## src/rtl/lfsr_engine.sv

```systemverilog
// Configurable Galois/Fibonacci LFSR with run/step control and a step-rate divider.
// Define LFSR_PERIOD_COUNT_EN to build the sequence-period measurement counter.
module lfsr_engine #(
  parameter int unsigned WIDTH    = 8,
  parameter int unsigned DIV_BITS = 10
) (
  input  logic             clk,
  input  logic             reset_n,
  input  logic             cfg_we,
  input  logic [1:0]       cfg_sel,
  input  logic [WIDTH-1:0] cfg_data,
  input  logic             mode,
  input  logic             start,
  input  logic             stop,
  input  logic             step,
  output logic [WIDTH-1:0] state_o,
  output logic             bit_o,
  output logic             tick_o,
  output logic             running_o,
  output logic             lockup_o,
  output logic [WIDTH-1:0] period_o,
  output logic             period_valid_o
);

  typedef enum logic [1:0] {StIdle, StRun, StStep} fsm_e;

  fsm_e                fsm_q, fsm_d;
  logic [WIDTH-1:0]    state_q, state_d, adv_state;
  logic [WIDTH-1:0]    taps_q, seed_q;
  logic [DIV_BITS-1:0] div_q, cnt_q, cnt_d, cfg_div;
  logic                tick_q, lockup_q;
  logic                taps_wr, seed_wr, div_wr;
  logic                adv;

  assign taps_wr = cfg_we && (cfg_sel == 2'd0);
  assign seed_wr = cfg_we && (cfg_sel == 2'd1);
  assign div_wr  = cfg_we && (cfg_sel == 2'd2);

  if (DIV_BITS > WIDTH) begin : g_div_ext
    assign cfg_div = {{(DIV_BITS - WIDTH){1'b0}}, cfg_data};
  end else begin : g_div_trunc
    assign cfg_div = cfg_data[DIV_BITS-1:0];
  end

  // Configuration writes never influence the run-control FSM.
  always_comb begin
    fsm_d = fsm_q;
    case (fsm_q)
      StIdle: begin
        if (start)     fsm_d = StRun;
        else if (step) fsm_d = StStep;
      end
      StRun:   if (stop) fsm_d = StIdle;
      StStep:  fsm_d = StIdle;
      default: fsm_d = StIdle;
    endcase
  end

  // A seed load in the same cycle swallows the advance.
  always_comb begin
    adv = 1'b0;
    if (fsm_q == StStep)                         adv = 1'b1;
    else if (fsm_q == StRun && cnt_q == div_q)   adv = 1'b1;
    if (seed_wr)                                 adv = 1'b0;
  end

  always_comb begin
    adv_state = '0;
    if (state_q == '0) begin
      adv_state = WIDTH'(1);
    end else if (mode) begin
      adv_state = {^(state_q & taps_q), state_q[WIDTH-1:1]};
    end else if (state_q[0]) begin
      adv_state = (state_q >> 1) ^ taps_q;
    end else begin
      adv_state = state_q >> 1;
    end
  end

  always_comb begin
    state_d = state_q;
    if (seed_wr)  state_d = cfg_data;
    else if (adv) state_d = adv_state;
  end

  always_comb begin
    cnt_d = '0;
    if (fsm_q == StRun && !seed_wr && !div_wr && cnt_q != div_q) cnt_d = cnt_q + 1'b1;
  end

  always_ff @(posedge clk) begin
    if (!reset_n) begin
      fsm_q    <= StIdle;
      state_q  <= WIDTH'(1);
      taps_q   <= '0;
      seed_q   <= WIDTH'(1);
      div_q    <= '0;
      cnt_q    <= '0;
      tick_q   <= 1'b0;
      lockup_q <= 1'b0;
    end else begin
      fsm_q   <= fsm_d;
      state_q <= state_d;
      cnt_q   <= cnt_d;
      tick_q  <= adv;
      if (taps_wr) taps_q <= cfg_data;
      if (seed_wr) seed_q <= cfg_data;
      if (div_wr)  div_q  <= cfg_div;
      if (seed_wr)                       lockup_q <= 1'b0;
      else if (adv && state_q == '0)     lockup_q <= 1'b1;
    end
  end

`ifdef LFSR_PERIOD_COUNT_EN
  logic [WIDTH-1:0] pcnt_q, period_q;
  logic             pvalid_q;

  always_ff @(posedge clk) begin
    if (!reset_n) begin
      pcnt_q   <= '0;
      period_q <= '0;
      pvalid_q <= 1'b0;
    end else if (seed_wr) begin
      pcnt_q   <= '0;
      pvalid_q <= 1'b0;
    end else if (adv) begin
      if (adv_state == seed_q) begin
        period_q <= pcnt_q + 1'b1;
        pvalid_q <= 1'b1;
        pcnt_q   <= '0;
      end else begin
        pcnt_q   <= pcnt_q + 1'b1;
      end
    end
  end

  assign period_o       = period_q;
  assign period_valid_o = pvalid_q;
`else
  assign period_o       = '0;
  assign period_valid_o = 1'b0;
`endif

  assign state_o   = state_q;
  assign bit_o     = state_q[0];
  assign tick_o    = tick_q;
  assign running_o = (fsm_q == StRun);
  assign lockup_o  = lockup_q;

endmodule

```

## config.mk

```make
export PLATFORM = sky130hd
export DESIGN_NAME = lfsr_engine
export DESIGN_NICKNAME = d
export VERILOG_FILES = /design/src/rtl/lfsr_engine.sv
export SDC_FILE = /design/constraint.sdc
export NUM_CORES = 1
export LEC_CHECK = 0
export BUFFER_PORTS_ARGS = -buffer_cell sky130_fd_sc_hd__buf_4
export CORE_MARGIN = 10
export CORE_UTILIZATION = 49
export CTS_CLUSTER_SIZE = 10
export DETAILED_ROUTE_END_ITERATION = 8
export PLACE_DENSITY = 0.72
export SYNTH_ARGS = -nofsm -noshare
export SYNTH_HDL_FRONTEND = slang
export SYNTH_SLANG_ARGS = --single-unit
```

## constraint.sdc

```tcl
create_clock -name clk -period 2.6 [get_ports clk]
set_clock_uncertainty 0.15 [all_clocks]
set_input_delay 0.13 -clock clk [delete_from_list [all_inputs] [get_ports clk]]
set_output_delay 0.13 -clock clk [all_outputs]
set_load 0.02 [all_outputs]
```

## After elaboration in Yosys (flattened, before gate mapping)

Cells that the tools add are included.
Widths: inputs -> output; s select.

- Bits of input ports: 17
- Bits in registers: 38
- Logic and storage cells: 49

- Eq/ne operators: 8
- Reduce and logical (&&, ||, !) cells: 18
- Bitwise operators: 3
- Muxes and demuxes: 12
- Add/subtract/negate cells: 1

Operator list:

| kind | number |
|---|---|
| $mux 8 | 5 |
| $add 10x1->10 const B | 1 |
| $eq 10x8->1 | 1 |
| $ne 10x8->1 | 1 |
| $and 8x8->8 | 1 |
| $logic_and 1x1->1 | 8 |
| $logic_not 8->1 | 1 |
| $reduce_xor 8->1 | 1 |
| $xor 7x8->8 | 1 |
| $mux 2 | 3 |
| $eq 2x1->1 const B | 2 |
| $eq 2x2->1 const B | 2 |
| $logic_not 2->1 | 2 |
| $pmux 2 s2 | 1 |
| $reduce_and 2->1 | 2 |
| $mux 1 | 3 |
| $ne 3x3->1 const B | 1 |
| $logic_not 1->1 | 2 |
| $ne 2x2->1 const B | 1 |
| $reduce_bool 2->1 | 1 |
| $reduce_or 2->1 | 1 |
| $not 1->1 | 1 |

## Logic depth before layout (Yosys ltp)

- Depth after elaboration: 7
- Depth in mapped cells: 7

## Worst setup path after synthesis

No wires, ideal clock.

- Path kind: reg-to-reg
- Start point: reg state_q[1], in the netlist state_o[1]
- End point: reg state_q[7], in the netlist state_o[7]
- Arrival: 1.471 ns
- Setup time: 0.074 ns
- Path buffers: 0
- Cell stages (with the launch flop): 7
- Slack: 0.905 ns
- Clock period less this slack: 1.695 ns
- Path through: dfxtp_1 -> nand2_1 -> xor2_1 -> xnor2_2 -> xnor2_1 -> a211o_1 -> a31oi_1

- Longest elaborated chain between the ends: 6
- Elaborated cells on any way between the ends: 7

RTL lines:

| element | line | RTL |
|---|---|---|
| start, declared | 28 | `logic [WIDTH-1:0] state_q, state_d, adv_state;` |
| start signal, assigned | 103 | `state_q <= state_d;` |
| $and 8x8->8 | 72 | `adv_state = {^(state_q & taps_q), state_q[WIDTH-1:1]};` |
| $reduce_xor 8->1 | 72 |  |
| $mux 8 | 71 | `end else if (mode) begin` |
| $mux 8 (*) | 69 | `if (state_q == '0) begin` |
| $mux 8 (*) | 83 | `else if (adv) state_d = adv_state;` |
| $mux 8 (*) | 82 | `if (seed_wr) state_d = cfg_data;` |

Mark *: on every way between the ends. The rest lies on a longest branch, timed or not. The select of a mux whose other input is x is not followed.
A chain may end at the register's enable or synchronous reset.

## Worst setup path after layout

- Start point: reg cnt_q[6]
- End point: reg state_q[5], in the netlist state_o[5]

- Longest elaborated chain between the ends: 6

RTL lines:

| element | line | RTL |
|---|---|---|
| start, declared | 30 | `logic [DIV_BITS-1:0] div_q, cnt_q, cnt_d, cfg_div;` |
| start signal, assigned | 104 | `cnt_q <= cnt_d;` |
| $eq 10x8->1 | 63 | `else if (fsm_q == StRun && cnt_q == div_q) adv = 1'b1;` |
| $logic_and 1x1->1 | 63 |  |
| $mux 1 | 63 |  |
| $mux 1 | 62 | `if (fsm_q == StStep) adv = 1'b1;` |
| $mux 1 | 64 | `if (seed_wr) adv = 1'b0;` |
| $reduce_bool 2->1 (no line) | n/a |  |

Every way passes these cells.

==> run metrics <==
post-layout net count=~280; Die Y=82.7 um; Data required, critical path=around 2.7 ns; Vias/cell=5.21; WL final=4360 um; CP Launch Type=flop; antenna viol nets, final=0; Setup TNS Final=0 ns; Slew Limit Fails=0; Sw Share=0.270; CTS H-Tree Depth=2; Worst R2R Setup Slack=0.78 ns; Max-Cap Viols=0; Layout Area Growth over Synthesis=19.4%; r2r startpoint=cnt_q[6]; top cells by count, synth=dfxtp_1, nor2_1, nand2_1; crit path time final=1.82 ns; number of global-route vias before repair=1469; RR Endpoint=state_o[5]; DR iter-0 viols=80; I/O Buffers=28; Combinational Power Share=0.168; dominant synthesized flop cell=dfxtp_1; Clk Latency, worst-skew pair=0.28 ns; top-area cell type share of the netlist area=0.395; routability congestion estimate=about 0.77; capture point of the critical path=state_o[5]; core area=0.00374 mm^2; pwr dens=522 mW/mm^2; Final Hold Violating Endpoints=0; Post-CTS Resized=0; RSZ-0062 raised after global routing=false; Die X=82.7 um; overflow left after global routing=0; Tot GR Track Use=0.133; layout cells sized above 1=0.156; Root Driver=clkbuf_8; share of power burned in registers=0.521; Post CTS Setup Buffer Count=0; Tot Pwr=1200 uW; total of warnings raised by yosys=0; status=completed; DR WL/cell=about 14 um; Crit Path Class=reg2reg; antenna violations before repair=0; Final setup viols=0; Worst-path clk slew=0.07 ns; Lkg Pwr=0.000967 uW; # IOs=38; Max Root-Sink Buffers=2; CTS Sinks=38; worst-margin pin slew=roughly 0.55 ns; drt first pass iters=4; DRC violations left=0; async set-reset flop share out of synthesis=0; switching power summed over all nets=324 uW; first-pass GRT wire length=7170 um; CTS Hold Bufs=10; EDFF count, synth=0; Post-Syn Instances=220; CTS tree=yes; Crit. Startpoint=cnt_q[6]; most frequent cell after synthesis=dfxtp_1; cell taking the most area after synthesis=dfxtp_1; TritonCTS buffer count=5; ANT cells=0; Fmax achieved=between 0.5 and 0.6 GHz; clock share of power=0.311; die area=around 0.0068 mm^2; largest net degree at the start of global routing=19; Area contributors post-synth=dfxtp_1, mux2i_1, xor2_1; Starting Density=0.515; Hold WC Path Type=in2reg; final period utilization=0.700; Cell variety after synth=40; post-DP HPWL=roughly 3200 um; Mapped Area=0.00193 mm^2; # rows=22; R2R depth=6; CP endpoint kind=flop; slew margin rel.=0.631; Via Count=1590; register area share after synthesis=0.395; VDD IR max=about 0.44 mV; crit-path max FO=18; Power Internal=877 uW; syn_area_per_cell=between 8 and 9 um^2; flops & latches, synth=38; WP data arrival=1.90 ns
==> worst min path at each step <==
| stage | startpoint | cells past startpoint | to | slack [ns] |
|---|---|---|---|---|
| after floorplan | stop | 1 | fsm_q[0] | 0.1 |
| final | mode | 3 | state_o[7] | 0.02 |
| after global routing | mode | 3 | state_o[7] | 0.03 |
| after global placement | stop | 2 | fsm_q[0] | 0.19 |
| after CTS | mode | 3 | state_o[7] | 0.007 |
| after detailed placement | stop | 2 | fsm_q[0] | 0.19 |
==> worst max-delay path, cell delays in order, from the launching register on <==
cell and delay [ns]:
dfxtp_1 0.35, xor2_1 0.15, nor3_1 0.24, and4_4 0.28
a21oi_4 0.12, or3_1 0.40, nand3_1 0.08
==> cells by family (layout without fill, tap and decap cells) <==
| group | Yosys count | after routing | share of synthesized area |
|---|---|---|---|
| simple gates | 101 | 101 | 0.262 |
| flops | 38 | 38 | 0.395 |
| xor+xnor | 30 | 30 | 0.140 |
| buf+inv | 20 | 49 | 0.0629 |
| mux | 16 | 16 | 0.0831 |
| compound gates | 13 | 13 | 0.0493 |
| fa+ha+maj | 1 | 1 | 0.00649 |
| other cells | 1 | 9 | 0.00194 |
==> through the flow <==
| stage | cell area [um^2] | worst slack, ns | utilization | hold WS (ns) | instances |
|---|---|---|---|---|---|
| finish | 2300 | 0.779 | 0.615 | 0.0188 | 305 |
| global route | 2300 | 0.645 | 0.615 | 0.0272 | 305 |
| CTS | 2300 | 0.787 | 0.615 | 0.00731 | 305 |
| detailed placement | 2130 | 0.802 | 0.568 | 0.194 | 288 |
| global placement | 2130 | 0.853 | 0.568 | 0.186 | 288 |
| floorplan | 1960 | 0.905 | - | 0.0965 | 228 |
==> layer usage <==
metal	global-route usage	vias to the layer above	part of all wire
met4	0.0452	0	0.016
met2	0.198	56	0.43
li1	-	801	-
met1	0.179	725	0.46
met5	0	-	0
met3	0.0400	8	0.089
==> flip-flops by register name (all words and copies together) (netlist names) <==
name / flops
lockup_o: 1
div_q: 8
fsm_q: 2
state_o: 8
taps_q: 8
cnt_q: 10
tick_o: 1
==> power groups by stage <==
stage	Clock, uW	Sequential (uW)	Combinational (uW)
finish	373	626	202
global route	411	630	219
CTS	387	626	202
detailed placement	0	640	189
global placement	0	639	186
floorplan	0	645	129
==> cell usage in the layout (no fill, tap or decap), types with 2 or more instances in the layout <==
cell	n
xnor2_1	13
o21ai_1	2
clkbuf_8	5
conb_1	9
mux2i_1	16
nor4_1	2
nand3b_1	2
nand2_1	23
nor2b_1	2
dlygate4sd3_1	10
nand4_1	8
dfxtp_1	38
nand3_1	17
or3_1	6
nor2_1	31
a21oi_1	3
buf_4	29
clkbuf_1	2
inv_1	2
o21ai_0	2
and3_1	2
xor2_1	16
==> layout make-up <==
class	count	area [um^2]
Clock buffer	7	76.3
Fill cell	349	1440
Inverter	3	11.3
Multi-Input combinational cell	170	1080
Sequential cell	38	761
Tap cell	48	60.1
Timing Repair Buffer	39	318
(Power assumes the default switching activity.)
